File: config.mk
export PLATFORM = sky130hd
export DESIGN_NAME = reorder_buffer
export DESIGN_NICKNAME = d
export VERILOG_FILES = /design/src/rtl/reorder_buffer.sv
export SDC_FILE = /design/constraint.sdc
export NUM_CORES = 1
export LEC_CHECK = 0
export CORE_MARGIN = 2
export CORE_UTILIZATION = 53
export DETAILED_ROUTE_END_ITERATION = 6
export MAX_ROUTING_LAYER = met4
export PLACE_DENSITY_LB_ADDON = 0.3
export SLEW_MARGIN = 20
export SYNTH_ARGS = -nofsm -noshare
export SYNTH_HDL_FRONTEND = slang
export SYNTH_SLANG_ARGS = --single-unit
File: constraint.sdc
create_clock -name clk -period 4.2 [get_ports clk]
set_input_delay 0.42 -clock clk [delete_from_list [all_inputs] [get_ports clk]]
set_output_delay 0.42 -clock clk [all_outputs]
set_load 0.01 [all_outputs]
File: src/rtl/reorder_buffer.sv
// Dual-issue reorder buffer. It allocates renamed instruction pairs, records
// out-of-order completion, and retires up to two entries per cycle in program order.
module reorder_buffer #(
  parameter int DEPTH  = 16,
  parameter int IDX_W  = 4,
  parameter int PREG_W = 7
) (
  input  logic              clk,
  input  logic              rst_n,
  input  logic              flush,
  input  logic              alloc_valid_1,
  input  logic              alloc_valid_2,
  input  logic              regwrite_1,
  input  logic              regwrite_2,
  input  logic [PREG_W-1:0] rdout_1,
  input  logic [PREG_W-1:0] rdout_2,
  input  logic [PREG_W-1:0] olddest_1,
  input  logic [PREG_W-1:0] olddest_2,
  output logic              alloc_ready,
  output logic [IDX_W-1:0]  rob_idx_1,
  output logic [IDX_W-1:0]  rob_idx_2,
  input  logic              cmpl_valid_a,
  input  logic              cmpl_valid_b,
  input  logic [IDX_W-1:0]  cmpl_idx_a,
  input  logic [IDX_W-1:0]  cmpl_idx_b,
  output logic              freereg_valid_1,
  output logic              freereg_valid_2,
  output logic [PREG_W-1:0] freereg_1,
  output logic [PREG_W-1:0] freereg_2,
  output logic [1:0]        retire_cnt,
  output logic              rob_empty
);
  localparam logic [IDX_W:0]   PTR_ZERO = {(IDX_W+1){1'b0}};
  localparam logic [IDX_W:0]   PTR_ONE  = {{IDX_W{1'b0}}, 1'b1};
  localparam logic [IDX_W:0]   PTR_TWO  = {{(IDX_W-1){1'b0}}, 2'b10};
  localparam logic [IDX_W+1:0] DEPTH_P  = (IDX_W+2)'(DEPTH);
  localparam logic [IDX_W-1:0] IDX_ONE  = {{(IDX_W-1){1'b0}}, 1'b1};
  localparam logic [PREG_W-1:0] PREG_ZERO = {PREG_W{1'b0}};

  logic [DEPTH-1:0]  valid_q, done_q, regwr_q;
  logic [PREG_W-1:0] rd_q  [DEPTH];
  logic [PREG_W-1:0] old_q [DEPTH];
  logic [IDX_W:0]    head_q, tail_q, head_d, tail_d, count_s;
  logic [IDX_W+1:0]  free_s;
  logic [IDX_W-1:0]  hidx_1_s, hidx_2_s;
  logic              ret_1_s, ret_2_s, alloc_1_s, alloc_2_s, fv_1_s, fv_2_s;
  logic [1:0]        ret_cnt_s;

  // Occupancy, allocation indices, in-order retire selection and next pointers.
  always_comb begin
    count_s     = tail_q - head_q;
    free_s      = DEPTH_P - {1'b0, count_s};
    alloc_ready = (free_s >= {{IDX_W{1'b0}}, 2'b10});
    rob_empty   = (count_s == PTR_ZERO);
    rob_idx_1   = tail_q[IDX_W-1:0];
    rob_idx_2   = tail_q[IDX_W-1:0] + IDX_ONE;
    alloc_1_s   = alloc_ready & alloc_valid_1;
    alloc_2_s   = alloc_1_s & alloc_valid_2;
    hidx_1_s    = head_q[IDX_W-1:0];
    hidx_2_s    = head_q[IDX_W-1:0] + IDX_ONE;
    ret_1_s     = valid_q[hidx_1_s] & done_q[hidx_1_s];
    ret_2_s     = ret_1_s & valid_q[hidx_2_s] & done_q[hidx_2_s];
    // p0 is architecturally pinned, so a write to it never releases its old mapping.
    fv_1_s      = ret_1_s & regwr_q[hidx_1_s] & (rd_q[hidx_1_s] != PREG_ZERO);
    fv_2_s      = ret_2_s & regwr_q[hidx_2_s] & (rd_q[hidx_2_s] != PREG_ZERO);
    ret_cnt_s   = {1'b0, ret_1_s} + {1'b0, ret_2_s};
    head_d      = head_q + {{(IDX_W-1){1'b0}}, ret_cnt_s};
    tail_d      = alloc_2_s ? (tail_q + PTR_TWO) : (alloc_1_s ? (tail_q + PTR_ONE) : tail_q);
  end

  // Entry state, pointers and registered retire/free outputs.
  always_ff @(posedge clk or negedge rst_n) begin
    if (!rst_n) begin
      valid_q         <= {DEPTH{1'b0}};
      done_q          <= {DEPTH{1'b0}};
      regwr_q         <= {DEPTH{1'b0}};
      head_q          <= PTR_ZERO;
      tail_q          <= PTR_ZERO;
      freereg_valid_1 <= 1'b0;
      freereg_valid_2 <= 1'b0;
      freereg_1       <= PREG_ZERO;
      freereg_2       <= PREG_ZERO;
      retire_cnt      <= 2'd0;
      for (int i = 0; i < DEPTH; i++) begin
        rd_q[i]  <= PREG_ZERO;
        old_q[i] <= PREG_ZERO;
      end
    end else if (flush) begin
      valid_q         <= {DEPTH{1'b0}};
      done_q          <= {DEPTH{1'b0}};
      head_q          <= PTR_ZERO;
      tail_q          <= PTR_ZERO;
      freereg_valid_1 <= 1'b0;
      freereg_valid_2 <= 1'b0;
      freereg_1       <= PREG_ZERO;
      freereg_2       <= PREG_ZERO;
      retire_cnt      <= 2'd0;
    end else begin
      head_q          <= head_d;
      tail_q          <= tail_d;
      retire_cnt      <= ret_cnt_s;
      freereg_valid_1 <= fv_1_s;
      freereg_valid_2 <= fv_2_s;
      freereg_1       <= fv_1_s ? old_q[hidx_1_s] : PREG_ZERO;
      freereg_2       <= fv_2_s ? old_q[hidx_2_s] : PREG_ZERO;
      for (int i = 0; i < DEPTH; i++) begin
        if (valid_q[i] && ((cmpl_valid_a && (cmpl_idx_a == IDX_W'(i))) ||
                           (cmpl_valid_b && (cmpl_idx_b == IDX_W'(i))))) begin
          done_q[i] <= 1'b1;
        end
      end
      if (ret_1_s) begin
        valid_q[hidx_1_s] <= 1'b0;
        done_q[hidx_1_s]  <= 1'b0;
      end
      if (ret_2_s) begin
        valid_q[hidx_2_s] <= 1'b0;
        done_q[hidx_2_s]  <= 1'b0;
      end
      // Allocation slots never alias retiring head slots since two entries are always free.
      if (alloc_1_s) begin
        valid_q[rob_idx_1] <= 1'b1;
        done_q[rob_idx_1]  <= 1'b0;
        regwr_q[rob_idx_1] <= regwrite_1;
        rd_q[rob_idx_1]    <= rdout_1;
        old_q[rob_idx_1]   <= olddest_1;
      end
      if (alloc_2_s) begin
        valid_q[rob_idx_2] <= 1'b1;
        done_q[rob_idx_2]  <= 1'b0;
        regwr_q[rob_idx_2] <= regwrite_2;
        rd_q[rob_idx_2]    <= rdout_2;
        old_q[rob_idx_2]   <= olddest_2;
      end
    end
  end
endmodule
==> impl_metrics.csv <==
group,metric,value,unit
timing,layout_setup_ws,65.66,ps
synth,yosys_warnings,0,
floorplan,die_h,188.7,µm
critical_path,crit_path_max_fanout,16,
drt,drtAntennaViolNets,0,
drt,drc,16,
floorplan,io_pins,73,
placement,place_ws,144.5,ps
timing,rsz0062_at_grt,"false",
synth,avgSynthCellArea,11.21,µm²
placement,routabilityCongestion,0.9520,
timing,report.final.slew_viol_count,0,
clock_network,clock_sinks,300,
synth,yosys_most_used_dff,"dfrtp_1",
cells_and_area,drive_gt1_share,21.01,%
synth,synthDominantAreaCellType,"dfrtp_1",
placement,port_buffers,72,
timing,min_period,4134,ps
floorplan,die-area,35620,µm²
cells_and_area,syn2layout_area_growth,12.04,%
synth,synth.area.mux_share,11.64,%
worst_hold_path,hold_end,"head_q[4]$_DFF_PN0_",
clock_network,cts_root_buffer,"clkbuf_16",
clock_network,clk_path_buf_depth,3,
synth,yosys.area_share.adder,1.951,%
worst_hold_path,min_path_cells,2,
synth,synthDistinctLibCells,65,
timing,fin_skew,28.17,ps
synth,async_flop_share,100.0,%
synth,synth_common_cells,"dfrtp_1 (300), nand3_1 (228), o221a_1 (112), mux4_2 (92), o22ai_1 (77)",
floorplan,num_rows,67,
timing,setup_viol,0,
critical_path,path_cells,"ha_1, fa_1, nor2b_1, o21ai_0, nor3b_1, or2_2, ha_1, nand3_4, or4b_4, o31a_4, and3_1, o221a_2",
critical_path,slowest_delay,570,ps
critical_path,crit-reg2reg-launch,"head_q[0]$_DFF_PN0_",
synth,yosysMostFrequentCell,"dfrtp_1",
timing,max_freq,241.9,MHz
synth,synth_top_area_share,41.51,%
timing,hold_violations,0,
global_route,antenna_found_initial,1,
clock_network,clkTransAtPathRegs,60,ps
critical_path,timing.reg2reg.setup_slack,70,ps
clock_network,cts_tree,"built",
critical_path,r2r_cells,12,
drt,first_pass_iters,7,
run_status,violations,"design-rule violations",
critical_path,slowest_stage,"and3_1",
synth,synth-edff-count,0,
flow_run,maxCapViolCount,0,
timing,max_slew_margin,21.02,%
floorplan,start_util,53.94,%
global_route,grt.overflow.total,0,
timing,setup_tns,0,ps
synth,synth.area.top_cells,"dfrtp_1 (42%), mux4_2 (11%), o221a_1 (7.0%)",
placement,dp.final_hpwl,42190,µm
worst_hold_path,hold_class,"in2reg",
global_route,track_usage,38.67,%
worst_hold_path,hp-start,"flush",
drt,vias,16250,
timing,tightest_slew,1185,ps
clock_network,htreeDepth,2,
synth,synth_compound_area_share,21.68,%
cells_and_area,nets,1705,
critical_path,arrival,4530,ps
clock_network,numCtsBuffers,35,
cells_and_area,final_util,60.43,%
global_route,grt_pass1_wl,99750,µm
power_and_ir_drop,power.leakage,7.805,nW
critical_path,cp_common_cell,"ha_1",
global_route,grt_pass1_vias,16000,
drt,first_iter_violations,2807,
synth,ys_seq_area_share,41.51,%
synth,syn_area,18090,µm²
synth,synth_fp_nets,1685,
synth,syn_inst,1613,
power_and_ir_drop,peakVddDrop,0.3510,mV
drt,drt-total-wl,67050,µm
run_status,outcome,"complete, but fails checks",
critical_path,worstSetupStartpointType,"register",
synth,synth-seq-cells,300,
critical_path,crit_path_end_kind,"register",
drt,viasPerCell,7.706,
power_and_ir_drop,power.density,460.5,nW/µm²
floorplan,die_x,188.7,µm
synth,synth_top_family_by_area,"compound AO/OA/AOI/OAI gates",
global_route,grt_max_degree,124,
synth,synth_simple_gate_area_share,16.89,%
critical_path,required,4600,ps
timing,finalCritPeriodShare,98.44,%
floorplan,core,33530,µm²
synth,synthXorXnorAreaFrac,0.5258,%
drt,routedWlPerCell,31.81,µm
critical_path,r2r-end,"regwr_q[14]$_DFFE_PN0N_",
clock_network,clock_latency,530,ps
critical_path,crit_type,"reg2reg",
what timing repair did:
action | CTS | global route
pin swaps | 1 | 0
setup endpoints to repair | 1 | 7
gates resized for setup | 4 | 2
setup buffers | 1 | 0
hold endpoints to repair | 86 | 0
gates cloned | 1 | 0
hold buffers | 1 | 0
power breakdown:
| part | total [mW] | switching [mW] | internal (mW) |
|---|---|---|---|
| registers | 3.83 | 0.409 | 3.43 |
| clock network | 2.96 | 1.24 | 1.72 |
| logic | 2.54 | 1.38 | 1.16 |
cells by family after synthesis:
kind of cell,after synthesis
AND/OR/NAND/NOR,558
AO/OA/AOI/OAI,437
flip-flops,300
buffers and inverters,186
multiplexers,95
adder cells (fa/ha/maj),27
XOR/XNOR,10
how the worst max path moves through the flow:
stage                     cells after the start                       to           startpoint  slack (ps)
after floorplan                              14              alloc_ready  head_q[3]$_DFF_PN0_         280
after global placement                       12    old_q[16]$_DFFE_PN0N_  head_q[0]$_DFF_PN0_         220
after detailed placement                     12    old_q[19]$_DFFE_PN0N_  head_q[0]$_DFF_PN0_         140
after CTS                                    14    old_q[87]$_DFFE_PN0N_  head_q[0]$_DFF_PN0_          40
after global routing                         12  regwr_q[14]$_DFFE_PN0N_  head_q[0]$_DFF_PN0_          10
final                                        12  regwr_q[14]$_DFFE_PN0N_  head_q[0]$_DFF_PN0_          70
worst max-delay path: cells and delay by family (launching register included):
kind | cells | cell delay (ps)
flip-flops | 1 | 470
AO/OA/AOI/OAI | 3 | 770
adder cells (fa/ha/maj) | 3 | 940
AND/OR/NAND/NOR | 6 | 1800
registers in the layout (all words and copies together), names as in the netlist:
register         count
tail_q               5
done_q              16
freereg_valid_1      1
freereg_1            7
valid_q             16
freereg_2            7
regwr_q             16
freereg_valid_2      1
old_q              112
rd_q               112
retire_cnt           2
head_q               5
placed cells by master (no fill, tap or decap), types with 4 or more instances in the layout:
master | synthesis | routed
a211oi_2 | 10 | 9
a21oi_1 | 36 | 35
a221o_1 | 4 | 4
a2bb2oi_1 | 60 | 60
a31o_2 | 9 | 9
a31oi_1 | 7 | 7
and2_1 | 6 | 5
and3_1 | 27 | 26
buf_12 | 0 | 6
buf_4 | 15 | 71
clkbuf_1 | 64 | 11
clkbuf_16 | 0 | 35
clkbuf_8 | 0 | 10
clkdlybuf4s50_1 | 0 | 69
dfrtp_1 | 300 | 298
diode_2 | 0 | 4
ha_1 | 25 | 24
inv_1 | 15 | 15
mux4_2 | 92 | 92
nand2_1 | 72 | 72
nand2b_1 | 51 | 51
nand3_1 | 228 | 227
nand3b_1 | 5 | 5
nand4_4 | 8 | 8
nor2_1 | 19 | 17
nor2b_1 | 25 | 25
nor3_1 | 69 | 68
nor4_1 | 16 | 16
o2111ai_1 | 7 | 7
o211ai_1 | 6 | 6
o21ai_0 | 16 | 16
o21bai_1 | 4 | 4
o221a_1 | 112 | 112
o221a_2 | 68 | 68
o22ai_1 | 77 | 77
or3_1 | 17 | 17
xnor2_1 | 5 | 5
through the flow:
step / hold slack, ps / area [µm²] / power [mW] / std cells
after floorplan: 124.4 / 18090 / 5.524 / 1613
after global placement: 478.3 / 19080 / 6.174 / 2039
after detailed placement: 476.3 / 19080 / 6.250 / 2039
after CTS: 313.9 / 20200 / 9.196 / 2102
after global routing: 339.3 / 20260 / 9.595 / 2105
final: 323.3 / 20260 / 9.331 / 2108
final cells by class:
class                           count  area, µm²
Timing Repair Buffer              150       1401
Inverter                           18      67.56
Clock inverter                      4      30.03
Clock buffer                       56       1055
Antenna cell                        4      10.01
Tap cell                          448      560.5
Sequential cell                   300       7512
Multi-Input combinational cell   1128       9627
Fill cell                        2734      13270
routing by layer:
| metal | global-route usage [%] | share of wire [%] | wire length [µm] | up-vias |
|---|---|---|---|---|
| met2 | 51.23 | 41 | 27560 | 1395 |
| met1 | 50.08 | 37 | 24930 | 7991 |
| li1 | - | - | - | 6519 |
| met4 | 22.81 | 6.7 | 4517 | 0 |
| met5 | - | 0 | 0 | - |
| met3 | 14.90 | 15 | 10040 | 340 |
No activity file was read; power rests on OpenSTA's default activity.
